$ cat config.mk
export PLATFORM = sky130hd
export DESIGN_NAME = sram_like_arbiter
export DESIGN_NICKNAME = d
export VERILOG_FILES = /design/src/rtl/sram_like_arbiter.sv
export SDC_FILE = /design/constraint.sdc
export NUM_CORES = 1
export LEC_CHECK = 0
export CAP_MARGIN = 0
export CELL_PAD_IN_SITES_DETAIL_PLACEMENT = 2
export CELL_PAD_IN_SITES_GLOBAL_PLACEMENT = 2
export CORE_ASPECT_RATIO = 1.1
export CORE_MARGIN = 2
export CORE_UTILIZATION = 10
export CTS_CLUSTER_DIAMETER = 120
export DETAILED_ROUTE_END_ITERATION = 6
export GPL_TIMING_DRIVEN = 0
export PLACE_DENSITY = 0.78
export SYNTH_ARGS = -nofsm -noshare
export SYNTH_HDL_FRONTEND = slang
export SYNTH_SLANG_ARGS = --single-unit
$ cat constraint.sdc
create_clock -name clk -period 2.8 [get_ports clk]
set_input_delay 0.56 -clock clk [delete_from_list [all_inputs] [get_ports clk]]
set_output_delay 0.56 -clock clk [all_outputs]
set_load 0.02 [all_outputs]
$ cat src/rtl/sram_like_arbiter.sv
// sram_like_arbiter: merges inst and data sram-like ports onto one downstream port, routing in-order responses by tag
module sram_like_arbiter #(
  parameter int DEPTH = 4,
  parameter int STARVE_MAX = 4
) (
  input  logic        clk,
  input  logic        reset,
  input  logic        inst_sram_req,
  input  logic [1:0]  inst_sram_size,
  input  logic [31:0] inst_sram_addr,
  output logic        inst_sram_addr_ok,
  output logic        inst_sram_data_ok,
  output logic [31:0] inst_sram_rdata,
  input  logic        data_sram_req,
  input  logic        data_sram_wr,
  input  logic [1:0]  data_sram_size,
  input  logic [31:0] data_sram_addr,
  input  logic [3:0]  data_sram_wstrb,
  input  logic [31:0] data_sram_wdata,
  output logic        data_sram_addr_ok,
  output logic        data_sram_data_ok,
  output logic [31:0] data_sram_rdata,
  output logic        mem_req,
  output logic        mem_wr,
  output logic [1:0]  mem_size,
  output logic [31:0] mem_addr,
  output logic [3:0]  mem_wstrb,
  output logic [31:0] mem_wdata,
  input  logic        mem_addr_ok,
  input  logic        mem_data_ok,
  input  logic [31:0] mem_rdata
);
  localparam int AW = $clog2(DEPTH);
  localparam int SW = $clog2(STARVE_MAX + 1);
  localparam logic [AW:0] FULL_CNT = (AW + 1)'(DEPTH);
  localparam logic [SW-1:0] SMAX = SW'(STARVE_MAX);
  logic [DEPTH-1:0] tag_q;
  logic [AW-1:0] wr_ptr, rd_ptr;
  logic [AW:0] count;
  logic [SW-1:0] starve;
  logic full, force_inst, grant_data, grant_inst, push, pop, head;
  always_comb begin
    full = count == FULL_CNT;
    force_inst = inst_sram_req & (starve == SMAX);
    grant_data = !reset & !full & data_sram_req & !force_inst;
    grant_inst = !reset & !full & inst_sram_req & !grant_data;
    mem_req = grant_data | grant_inst;
    mem_wr = grant_data & data_sram_wr;
    mem_size = grant_data ? data_sram_size : inst_sram_size;
    mem_addr = grant_data ? data_sram_addr : inst_sram_addr;
    mem_wstrb = grant_data ? data_sram_wstrb : 4'b0;
    mem_wdata = grant_data ? data_sram_wdata : 32'b0;
    data_sram_addr_ok = grant_data & mem_addr_ok;
    inst_sram_addr_ok = grant_inst & mem_addr_ok;
    push = mem_req & mem_addr_ok;
    pop = !reset & mem_data_ok & (count != '0);
    head = tag_q[rd_ptr];
    inst_sram_data_ok = pop & !head;
    data_sram_data_ok = pop & head;
    inst_sram_rdata = mem_rdata;
    data_sram_rdata = mem_rdata;
  end
  always_ff @(posedge clk) begin
    if (reset) begin
      tag_q <= '0;
      wr_ptr <= '0;
      rd_ptr <= '0;
      count <= '0;
      starve <= '0;
    end else begin
      if (push) begin
        tag_q[wr_ptr] <= grant_data;
        wr_ptr <= wr_ptr + 1'b1;
      end
      if (pop) rd_ptr <= rd_ptr + 1'b1;
      if (push && !pop) count <= count + 1'b1;
      else if (pop && !push) count <= count - 1'b1;
      if (!inst_sram_req || (push && grant_inst)) starve <= '0;
      else if (push && grant_data && starve != SMAX) starve <= starve + 1'b1;
    end
  end
endmodule

* Word level (Yosys, flattened, before mapping)
Cells that the tools add are included.
** Cells by class
- Reductions and logical operators :: 18
- Add/subtract/negate cells :: 5
- Bitwise operators :: 15
- Eq/ne operators :: 3
- Order comparisons :: 3
- Mux-type cells :: 11
** Operators by type and width (number)
- $mux W32 :: 2
- $and A1 B1 Y1 :: 14
- $logic_not A1 Y1 :: 8
- $add A3 B1 Y3 const B :: 2
- $eq A3 B3 Y1 const B :: 2
- $logic_and A1 B1 Y1 :: 6
- $lt A2 B3 Y1 const B :: 2
- $mux W3 :: 2
- $add A2 B1 Y2 const B :: 2
- $bwmux W4 :: 1
- $mux W4 :: 1
- $ne A3 B3 Y1 const B :: 1
- $reduce_bool A3 Y1 :: 1
- $sub A3 B1 Y3 const B :: 1
- $bmux W1 S2 :: 1
- $demux W1 S2 :: 1
- $ge A2 B1 Y1 const B :: 1
- $mux W1 :: 2
- $mux W2 :: 1
- $reduce_bool A2 Y1 :: 1
- $reduce_or A2 Y1 :: 1
- $logic_or A1 B1 Y1 :: 1
- $or A1 B1 Y1 :: 1
** Storage, ports and cells
- Bits of input ports :: 143
- Register bits :: 14

* Depth between registers and ports, before layout
Gate-level depths: netlist of run 1.
- Depth after elaboration :: 13
- Mapped depth :: 9
- Gate-level depth less buffers :: 9

* Worst setup path after synthesis of run 1
No wires, ideal clock.
- Path kind :: input to register
- From :: input port reset
- To :: register count[2]
- Stages :: 9
- Data arrival time :: 2.407 ns
- Setup slack :: 0.323 ns
- Buffers on the path :: 0
- Library setup time :: 0.071 ns
- Path through :: o21bai_1 or3b_2 inv_1 ha_1 inv_1 fa_1 xor2_1 or3_1 a21oi_1
** Between the ends
- Longest elaborated chain between the ends :: 11
** Ends and longest elaborated chain
- start, declared :: line 7 : input logic reset,
- $logic_not A1 Y1 * :: line 45, 46
- $and A1 B1 Y1 * :: line 45, 46
- $and A1 B1 Y1 (2 in series) :: line 45 : grant_data = !reset & !full & data_sram_req & !force_inst;
- $logic_not A1 Y1 :: line 46 : grant_inst = !reset & !full & inst_sram_req & !grant_data;
- $and A1 B1 Y1 :: line 46
- $or A1 B1 Y1 * :: line 47 : mem_req = grant_data | grant_inst;
- $and A1 B1 Y1 * :: line 55 : push = mem_req & mem_addr_ok;
- net push :: line 41 : logic full, force_inst, grant_data, grant_inst, push, pop, head;
- $logic_not A1 Y1 :: line 77 : else if (pop && !push) count <= count - 1'b1;
- $logic_and A1 B1 Y1 :: line 77
- $reduce_bool A2 Y1 (no source line)
- end signal, assigned :: line 76 : if (push && !pop) count <= count + 1'b1;
- end signal, assigned :: line 77
- end, declared :: line 39 : logic [AW:0] count;
Mark *: on every way through the listed nets, which the timed path passes. The rest lies on a longest branch.
A chain may end at the register's enable or synchronous reset.

* Final worst setup path of run 1
- From :: input port reset
- To :: output port mem_addr[3]
** Between the ends
- Longest elaborated chain between the ends :: 5
** Ends and longest elaborated chain
- $logic_not A1 Y1 :: line 45
- $and A1 B1 Y1 (3 in series) :: line 45
- $mux W32 :: line 50 : mem_addr = grant_data ? data_sram_addr : inst_sram_addr;
- end, declared :: line 26 : output logic [31:0] mem_addr,
No other way between the ends.

==> reports/results.tsv, run 1 <==
metric	value	unit
via count	2570	
routed len/inst	17.1	um
area of the multi-input gates	1140	sq um
Core Rows	53	
sequential-to-total area share from yosys stat	14.3	%
antenna violations before repair	0	
fin crit period	2.70	ns
CTS tree	yes	
cell type with the highest aggregate area in the netlist	buf_4	
Warnings, synthesis	0	
Sink Count	14	
area of the die	20800	sq um
first-pass GRT wire length	16.8	mm
Clock Latency Late Sink	0.25	ns
Antenna Cells	0	
# Max-Cap Violations	0	
Initial Util	10.3	%
Final Wtd Congestion	0.720	
Final setup viols	0	
design area	4770	sq um
fin. max-slew vios	0	
Final Skew	0.00331	ns
Least-Margin Pin Slew	0.505	ns
mapped cell area	1960	sq um
root buffer cell	clkbuf_16	
Initial DRC Count	32	
Synth Instances	226	
ratio of final minimum period to clock period	96.6	%
H-tree depth	1	
total grt overflow	0	
synth top area cells	buf_4 24%, mux2_2 19%, dfxtp_1 14%, and2_1 12%, ha_1 4.5%	
Horiz. Die Dim	138	um
CP Max Fanout	10	
# DRC	0	
Die Y-Extent	151	um
FF+latch count, synth	14	
critical path type	primary input to output pin	
filler cell count	2165	
fmax	370	MHz
Longest Clk Path Bufs	2	
Min-Delay Path Class	flip-flop to flip-flop	
Worst IR Drop VDD	0.000300	V
Avg Cell Area, Syn	8.69	sq um
core footprint	19200	sq um
area delta synth->final	143	%
drt total wl	12.5	mm
1st-pass router iterations	4	
count of cell types in the netlist	35	
register clock-pin slew on the reported worst setup and hold paths	0.05	ns
Final #Nets	635	
TritonCTS Buffers	3	
# IOs	283	
Sequential Area	280	sq um
Pwr Density	322	nW/um^2
share of synthesized registers carrying an async set or reset	0	%
Slew Limit Headroom	66.1	%
Post-synth EDFFs	0	
Placed Area	4780	sq um
DP HPWL	11.0	mm
CP Launch Type	primary input	
Final Hold Violating Endpoints	0	
r2r setup slk	0.37	ns
Crit path required time	2.24	ns
crit path capture type	output pin	
Syn Nets	377	
I/O Buffers	250	
Leakage	2.04	nW
Arr. time, crit path	2.14	ns
gr usage total	10.6	%
Vias/cell	3.52	
total chip power	1.54	mW
layout cells sized above 1	38.5	%
status	finished, final reports clean	
vias in the first global route	2863	
Main synth FF type	dfxtp_1	
largest net degree at the start of global routing	11	
Routed Antenna Nets	0	
post-synth top area share	24.5	%
setup TNS	0	ns
critical path, cell delays in order:
cell	delay (ns)
dlygate4sd2_1	0.28
nand2b_4	0.18
nor3_4	0.26
buf_12	0.17
buf_8	0.14
mux2_2	0.37
buf_2	0.17
cell usage in the layout (no fill, tap or decap), types with 3 or more instances in the layout:
| cell type | Yosys | layout |
|---|---|---|
| mux2_2 | 34 | 34 |
| nand4_1 | 4 | 4 |
| xnor2_1 | 4 | 4 |
| mux2i_1 | 3 | 3 |
| buf_2 | 0 | 41 |
| buf_4 | 64 | 64 |
| dlygate4sd2_1 | 0 | 12 |
| nor2_1 | 11 | 11 |
| clkdlybuf4s50_1 | 0 | 173 |
| clkbuf_16 | 0 | 3 |
| ha_1 | 7 | 7 |
| and2_1 | 38 | 37 |
| inv_1 | 8 | 8 |
| buf_8 | 0 | 3 |
| a32o_1 | 4 | 4 |
| dfxtp_1 | 14 | 14 |
| clkbuf_2 | 0 | 5 |
| clkdlybuf4s15_2 | 0 | 19 |
layer usage:
layer  wire length, um  up-vias  track usage (%)
met5                 0        -                0
met4               168        0             1.49
met3              1640       11             4.22
met2              6830      156             21.4
met1              3830     1203             10.0
li1                  -     1200                -
synthesized netlist by cell type (all sizes together) (2+ instances only):
cell type	number
buf	68
and2	38
mux2	34
dfxtp	14
nor2	11
inv	8
ha	7
a32o	4
clkbuf	4
nand4	4
xnor2	4
mux2i	3
nor3	3
nor3b	3
nand2	2
nor2b	2
o21ai	2
or3b	2
xor2	2
where the power goes:
group	internal [mW]	switching, mW
Combinational	0.529	0.452
Clock	0.217	0.0879
Sequential	0.222	0.0290
worst paths after layout:
path                  from          end  cells after the start
setup / recovery     reset  mem_addr[3]                      7
hold / removal    tag_q[2]     tag_q[2]                      1
hold reg to reg   tag_q[2]     tag_q[2]                      1
setup reg to reg  count[0]     count[2]                      9
sequential cells by signal (all words and copies together), names as in the netlist:
| register | flops |
|---|---|
| tag_q | 4 |
| count | 3 |
| starve | 3 |
| rd_ptr | 2 |
| wr_ptr | 2 |
cell type report:
class / count / area share (%)
sequential: 14 / 5.88
tap: 247 / 6.48
buffer: 72 / 11.8
clock buffer: 4 / 1.86
multi-input combinational: 132 / 24.0
timing repair buffer: 253 / 49.3
inverter: 8 / 0.630
kinds of logic after synthesis:
kind of cell	Yosys count	synth area share [%]
adders and majority gates	8	5.48
and+or+nand+nor	70	22.4
muxes	38	22.2
buffers and inverters	80	29.0
DFF	14	14.3
AOI/OAI and AO/OA	10	3.95
xor gates and xnor gates	6	2.68
through the flow:
stage / instances / utilization [%] / setup WS, ns / hold slack (ns)
after floorplan: 226 / - / 0.323 / 0.463
after global placement: 723 / 24.9 / -0.886 / 0.478
after detailed placement: 723 / 24.9 / -0.969 / 0.485
after CTS: 729 / 25.3 / -0.0732 / 0.506
after global routing: 730 / 24.9 / -0.0170 / 0.530
final: 730 / 24.9 / 0.0959 / 0.504
what timing repair did:
action                     in CTS  in global routing
pin swaps                       1                  1
resized for setup             242                 25
cloned                          1                  0
setup endpoints to repair      76                 73
hold buffers                    0                  0
setup buffers                   1                  1
No activity file was read; power rests on OpenSTA's default activity.
==> run 2: changes to the inputs <==
--- a/config.mk
+++ b/config.mk
@@ -14,6 +14,7 @@
 export CTS_CLUSTER_DIAMETER = 120
 export DETAILED_ROUTE_END_ITERATION = 6
 export GPL_TIMING_DRIVEN = 0
+export MAX_ROUTING_LAYER = met4
 export PLACE_DENSITY = 0.78
 export SYNTH_ARGS = -nofsm -noshare
 export SYNTH_HDL_FRONTEND = slang
==> reports/results.tsv, run 2 (synthesized netlist as in run 1, its figures left out) <==
metric	value	unit	change
ratio of final minimum period to clock period	96.6	%	about the same
Final setup viols	0		unchanged
gr usage total	10.9	%	+0.31 points
filler cell count	2165		unchanged
P_int	968	uW	about the same
antenna violations before repair	0		unchanged
CTS tree	yes		
Final Hold Violating Endpoints	0		unchanged
Initial DRC Count	25		-22%
hold depth	1		unchanged
root buffer cell	clkbuf_16		
Worst IR Drop VDD	0.000300	V	unchanged
vias in the first global route	2861		-0.070%
Slowest-stage cell, CP	mux2_2		
# Max-Cap Violations	0		unchanged
core footprint	19200	sq um	unchanged
Sequential Area	280	sq um	unchanged
fin. max-slew vios	0		unchanged
first-pass GRT wire length	16.8	mm	+0.12%
routed len/inst	17.1	um	about the same
Die Y-Extent	151	um	unchanged
most frequent cells in the layout	173 x clkdlybuf4s50_1, 64 x buf_4, 41 x buf_2		
status	finished, final reports clean		
Arr. time, crit path	2.15	ns	about the same
final core occ	24.9	%	unchanged
net switching fraction of the power	37.0	%	about the same
CP Max Fanout	10		unchanged
Longest Clk Path Bufs	2		unchanged
largest net degree at the start of global routing	11		unchanged
Antenna Cells	0		unchanged
crit path capture type	output pin		
Reg-to-Reg End	count[2]		
Crit path required time	2.24	ns	about the same
Least-Margin Pin Slew	0.505	ns	unchanged
Final Skew	0.00331	ns	unchanged
Hold Crit Start	tag_q[2]		
Core Rows	53		unchanged
Min-Delay Path Class	flip-flop to flip-flop		
Clock Latency Late Sink	0.25	ns	about the same
area of the multi-input gates	1140	sq um	unchanged
setup TNS	0	ns	unchanged
number of flip-flops under the largest register name	4		unchanged
I/O Buffers	250		unchanged
total grt overflow	0		unchanged
critical path type	primary input to output pin		
Horiz. Die Dim	138	um	unchanged
TritonCTS Buffers	3		unchanged
fin crit period	2.71	ns	+0.00121 ns
CP max stage delay	0.37	ns	about the same
r2r setup slk	0.37	ns	about the same
FF-to-FF path depth	9		unchanged
critical-path cell list	dlygate4sd2_1, nand2b_4, nor3_4, buf_12, buf_8, mux2_2, buf_2		
layout cells sized above 1	38.5	%	unchanged
H-tree depth	1		unchanged
Biggest register	tag_q		
combinational power share	63.8	%	about the same
Min Hold Slack	0.504	ns	unchanged
Final #Nets	635		unchanged
Clock power frac	19.8	%	about the same
DP HPWL	11.0	mm	unchanged
Initial Util	10.3	%	unchanged
CP delay by family, top	buffers and inverters		
via count	2568		-0.078%
Post-CTS Hold Fix Bufs	0		unchanged
Slew Limit Headroom	66.1	%	unchanged
Hold Path Sink	tag_q[2]		
Leakage	2.04	nW	unchanged
CP Launch Type	primary input		
Sw Pwr	569	uW	about the same
# IOs	283		unchanged
drt total wl	12.5	mm	about the same
Sequential Power Share	16.3	%	about the same
register clock-pin slew on the reported worst setup and hold paths	0.05	ns	about the same
Sink Count	14		unchanged
most common cell after layout, fill and taps aside	clkdlybuf4s50_1		
Pwr Density	322	nW/um^2	about the same
1st-pass router iterations	4		unchanged
area of the die	20800	sq um	unchanged
Critical Path Start	reset		
fmax	370	MHz	about the same
top flop regs	tag_q (4), count (3), starve (3)		
Vias/cell	3.52		about the same
Worst R2R Start	count[0]		
# DRC	0		unchanged
Final Wtd Congestion	0.729		+1.2%
WP buf/inv	4		unchanged
Routed Antenna Nets	0		unchanged
area delta synth->final	143	%	unchanged
[run 2: cell counts in the layout (fill, tap and decap cells not counted)]
Identical to the previous run, type by type.
[run 2: layer usage]
layer / vias to the layer above / track usage, % / part of all wire (%)
li1: 1200 / - / -
met1: 1201 / 9.92 / 30
met2: 156 / 21.4 / 55
met3: 11 / 4.38 / 13
met4: 0 / 1.49 / 1.3
met5: - / - / 0
[run 2: how the worst max path moves through the flow]
stage                    end  slack (ns)  depth (start not counted)
2_1_floorplan       count[2]        0.32                          9
3_3_place_gp   mem_wdata[23]       -0.89                          6
3_5_place_dp   mem_wdata[23]       -0.97                          6
4_1_cts          mem_addr[1]       -0.07                          8
5_1_grt        mem_wdata[24]       -0.02                          9
6_report         mem_addr[6]        0.09                          7
[run 2: power groups by stage]
| stage | Clock (mW) | Combinational, mW | Sequential [mW] |
|---|---|---|---|
| 2_1_floorplan | 0 | 0.510 | 0.246 |
| 3_3_place_gp | 0 | 0.992 | 0.251 |
| 3_5_place_dp | 0 | 1.03 | 0.255 |
| 4_1_cts | 0.313 | 1.00 | 0.251 |
| 5_1_grt | 0.319 | 1.05 | 0.257 |
| 6_report | 0.305 | 0.981 | 0.251 |
[run 2: metrics by stage]
stage	worst slack [ns]	cell area, sq um	total power, mW	instances
after global routing	-0.0170	4770	1.63	730
final	0.0946	4770	1.54	730
after detailed placement	-0.969	4780	1.28	723
after CTS	-0.0732	4840	1.57	729
after global placement	-0.886	4780	1.24	723
after floorplan	0.323	1960	0.756	226
[run 2: final cells by class]
class                      count  share of cell area [%]
multi-input combinational    132                    24.0
inverter                       8                   0.630
buffer                        72                    11.8
clock buffer                   4                    1.86
tap                          247                    6.48
sequential                    14                    5.88
timing repair buffer         253                    49.3
[run 2: worst register-to-register path: stages (launching register included)]
cell	delay, ns
dfxtp_1	0.46
nor3b_2	0.13
or3b_4	0.44
inv_1	0.07
ha_1	0.18
inv_1	0.06
fa_1	0.37
xor2_1	0.17
or3_1	0.33
a21oi_1	0.15
[run 2: what timing repair did]
action                                  in CTS  in global routing
endpoints found under the setup margin      76                 73
cloned                                       1                  0
resized for setup                          242                 25
pin swaps                                    1                  1
buffers inserted                             1                  1
==> run 3: changes to the inputs <==
--- a/config.mk
+++ b/config.mk
@@ -14,8 +14,10 @@
 export CTS_CLUSTER_DIAMETER = 120
 export DETAILED_ROUTE_END_ITERATION = 6
 export GPL_TIMING_DRIVEN = 0
+export HOLD_SLACK_MARGIN = 0.06
 export MAX_ROUTING_LAYER = met4
 export PLACE_DENSITY = 0.78
+export SETUP_SLACK_MARGIN = 0.1
 export SYNTH_ARGS = -nofsm -noshare
 export SYNTH_HDL_FRONTEND = slang
 export SYNTH_SLANG_ARGS = --single-unit
==> reports/results.tsv, run 3 (synthesized netlist as in run 1, its figures left out) <==
metric	value	unit	change
Leakage	2.13	nW	+4.5%
CP max stage delay	0.33	ns	-0.04 ns
number of flip-flops under the largest register name	4		unchanged
unrepaired setup endpoints after global routing	true		
most common cell after layout, fill and taps aside	clkdlybuf4s50_1		
Final Skew	0.00298	ns	-0.000325 ns
I/O Buffers	250		unchanged
Hold Path Sink	tag_q[2]		
Initial DRC Count	39		+56%
CP dominant cell by count	buf_12		
Final setup viols	0		unchanged
root buffer cell	clkbuf_16		
Hold Crit Start	tag_q[2]		
Critical Path Start	starve[1]		
Post-CTS Hold Fix Bufs	0		unchanged
Arr. time, crit path	2.10	ns	-0.05 ns
Final Hold Violating Endpoints	0		unchanged
DP HPWL	11.0	mm	unchanged
drt total wl	12.6	mm	+1.3%
layout cells sized above 1	40.2	%	+1.7 points
critical-path cell list	inv_1, ha_2, and3_4, nor3_4, buf_12, buf_12, mux2_2, clkdlybuf4s15_2		
FF-to-FF path depth	9		unchanged
Final #Nets	644		+1.4%
r2r setup slk	0.44	ns	+0.07 ns
# Max-Cap Violations	0		unchanged
Reg-to-Reg End	count[2]		
# IOs	283		unchanged
via count	2614		+1.8%
filler cell count	2132		-1.5%
Antenna Cells	0		unchanged
setup TNS	0	ns	unchanged
fin. max-slew vios	0		unchanged
first-pass GRT wire length	17.0	mm	+0.70%
H-tree depth	1		unchanged
Min-Delay Path Class	flip-flop to flip-flop		
fmax	376	MHz	+1.6%
routed len/inst	17.1	um	about the same
total grt overflow	0		unchanged
final core occ	25.8	%	+0.97 points
Longest Clk Path Bufs	2		unchanged
Final Wtd Congestion	0.729		unchanged
Die Y-Extent	151	um	unchanged
Horiz. Die Dim	138	um	unchanged
status	finished, final reports clean		
hold depth	1		unchanged
largest net degree at the start of global routing	11		unchanged
area delta synth->final	152	%	
Vias/cell	3.54		+0.55%
fin crit period	2.66	ns	-0.0427 ns
crit path capture type	output pin		
core footprint	19200	sq um	unchanged
register clock-pin slew on the reported worst setup and hold paths	0.05	ns	about the same
top flop regs	tag_q (4), count (3), starve (3)		
Least-Margin Pin Slew	0.505	ns	+0.000546 ns
ratio of final minimum period to clock period	95.1	%	-1.5 points
# DRC	0		unchanged
Slew Limit Headroom	66.1	%	about the same
critical path type	flip-flop to output pin		
Routed Antenna Nets	0		unchanged
Worst R2R Start	count[0]		
vias in the first global route	2879		+0.63%
Pwr Density	319	nW/um^2	-1.1%
CP Launch Type	flip-flop		
antenna violations before repair	0		unchanged
Slowest-stage cell, CP	mux2_2		
Clock Latency Late Sink	0.25	ns	about the same
Core Rows	53		unchanged
Biggest register	tag_q		
Crit path required time	2.24	ns	about the same
Worst IR Drop VDD	0.000300	V	+0.14%
Initial Util	10.3	%	unchanged
Sink Count	14		unchanged
TritonCTS Buffers	3		unchanged
1st-pass router iterations	4		unchanged
gr usage total	11.0	%	+0.072 points
most frequent cells in the layout	171 x clkdlybuf4s50_1, 72 x buf_4, 37 x and2_1		
area of the die	20800	sq um	unchanged
CP Max Fanout	10		unchanged
CTS tree	yes		
-- run 3: changes by cell type in the layout (fill, tap and decap cells not counted), moves of 3 or more --
cell and change:
buf_6 +4, clkdlybuf4s15_1 +3, buf_2 -12, buf_4 +8, buf_12 +3, clkdlybuf4s15_2 +3
-- run 3: how the worst max path moves through the flow --
stage	slack, ns	end	cells after the start
floorplan	0.32	count[2]	9
global placement	-0.89	mem_wdata[23]	6
detailed placement	-0.97	mem_wdata[23]	6
CTS	0.09	mem_addr[1]	8
global route	0.04	mem_wr	9
finish	0.14	mem_addr[0]	8
-- run 3: worst max-delay path: cells and delay by family, from the launching register on --
family	cells	cell delay, ns
adder cells (fa/ha/maj)	1	0.18
flip-flops	1	0.32
multiplexers	1	0.33
buffers and inverters	4	0.61
AND/OR/NAND/NOR	2	0.41
-- run 3: per-stage QoR --
step	total power [mW]	instances	hold slack (ns)	cell area, sq um	setup WS (ns)
2_1_floorplan	0.756	226	0.463	1960	0.323
3_3_place_gp	1.24	723	0.478	4780	-0.886
3_5_place_dp	1.28	723	0.485	4780	-0.969
4_1_cts	1.59	734	0.506	4970	0.0877
5_1_grt	1.67	739	0.530	4950	0.0416
6_report	1.58	739	0.511	4950	0.137
-- run 3: timing repair --
action                                  CTS  global route
endpoints found under the setup margin   76            63
gates cloned                              2             0
buffers inserted                          5             5
resized for setup                       240            43
pin swaps                                 3             1
-- run 3: power by group --
part | internal, mW | switching [mW] | leakage [nW]
Clock | 0.217 | 0.0876 | 0.0442
Combinational | 0.564 | 0.460 | 1.97
Sequential | 0.222 | 0.0297 | 0.115
-- run 3: layout make-up --
type,count,area (sq um),area share [%]
Tap cell,247,309,6.24
Multi-Input combinational cell,132,1160,23.4
Inverter,8,30.0,0.606
Clock buffer,4,88.8,1.79
Sequential cell,14,283,5.71
Timing Repair Buffer,262,2510,50.7
Buffer,72,574,11.6
-- run 3: per-layer routing --
layer	routed length, um	global-route usage (%)	vias to the layer above
li1	-	-	1220
met1	3830	10.1	1239
met2	7030	21.6	149
met3	1630	4.18	6
met4	136	1.49	0
met5	0	-	-
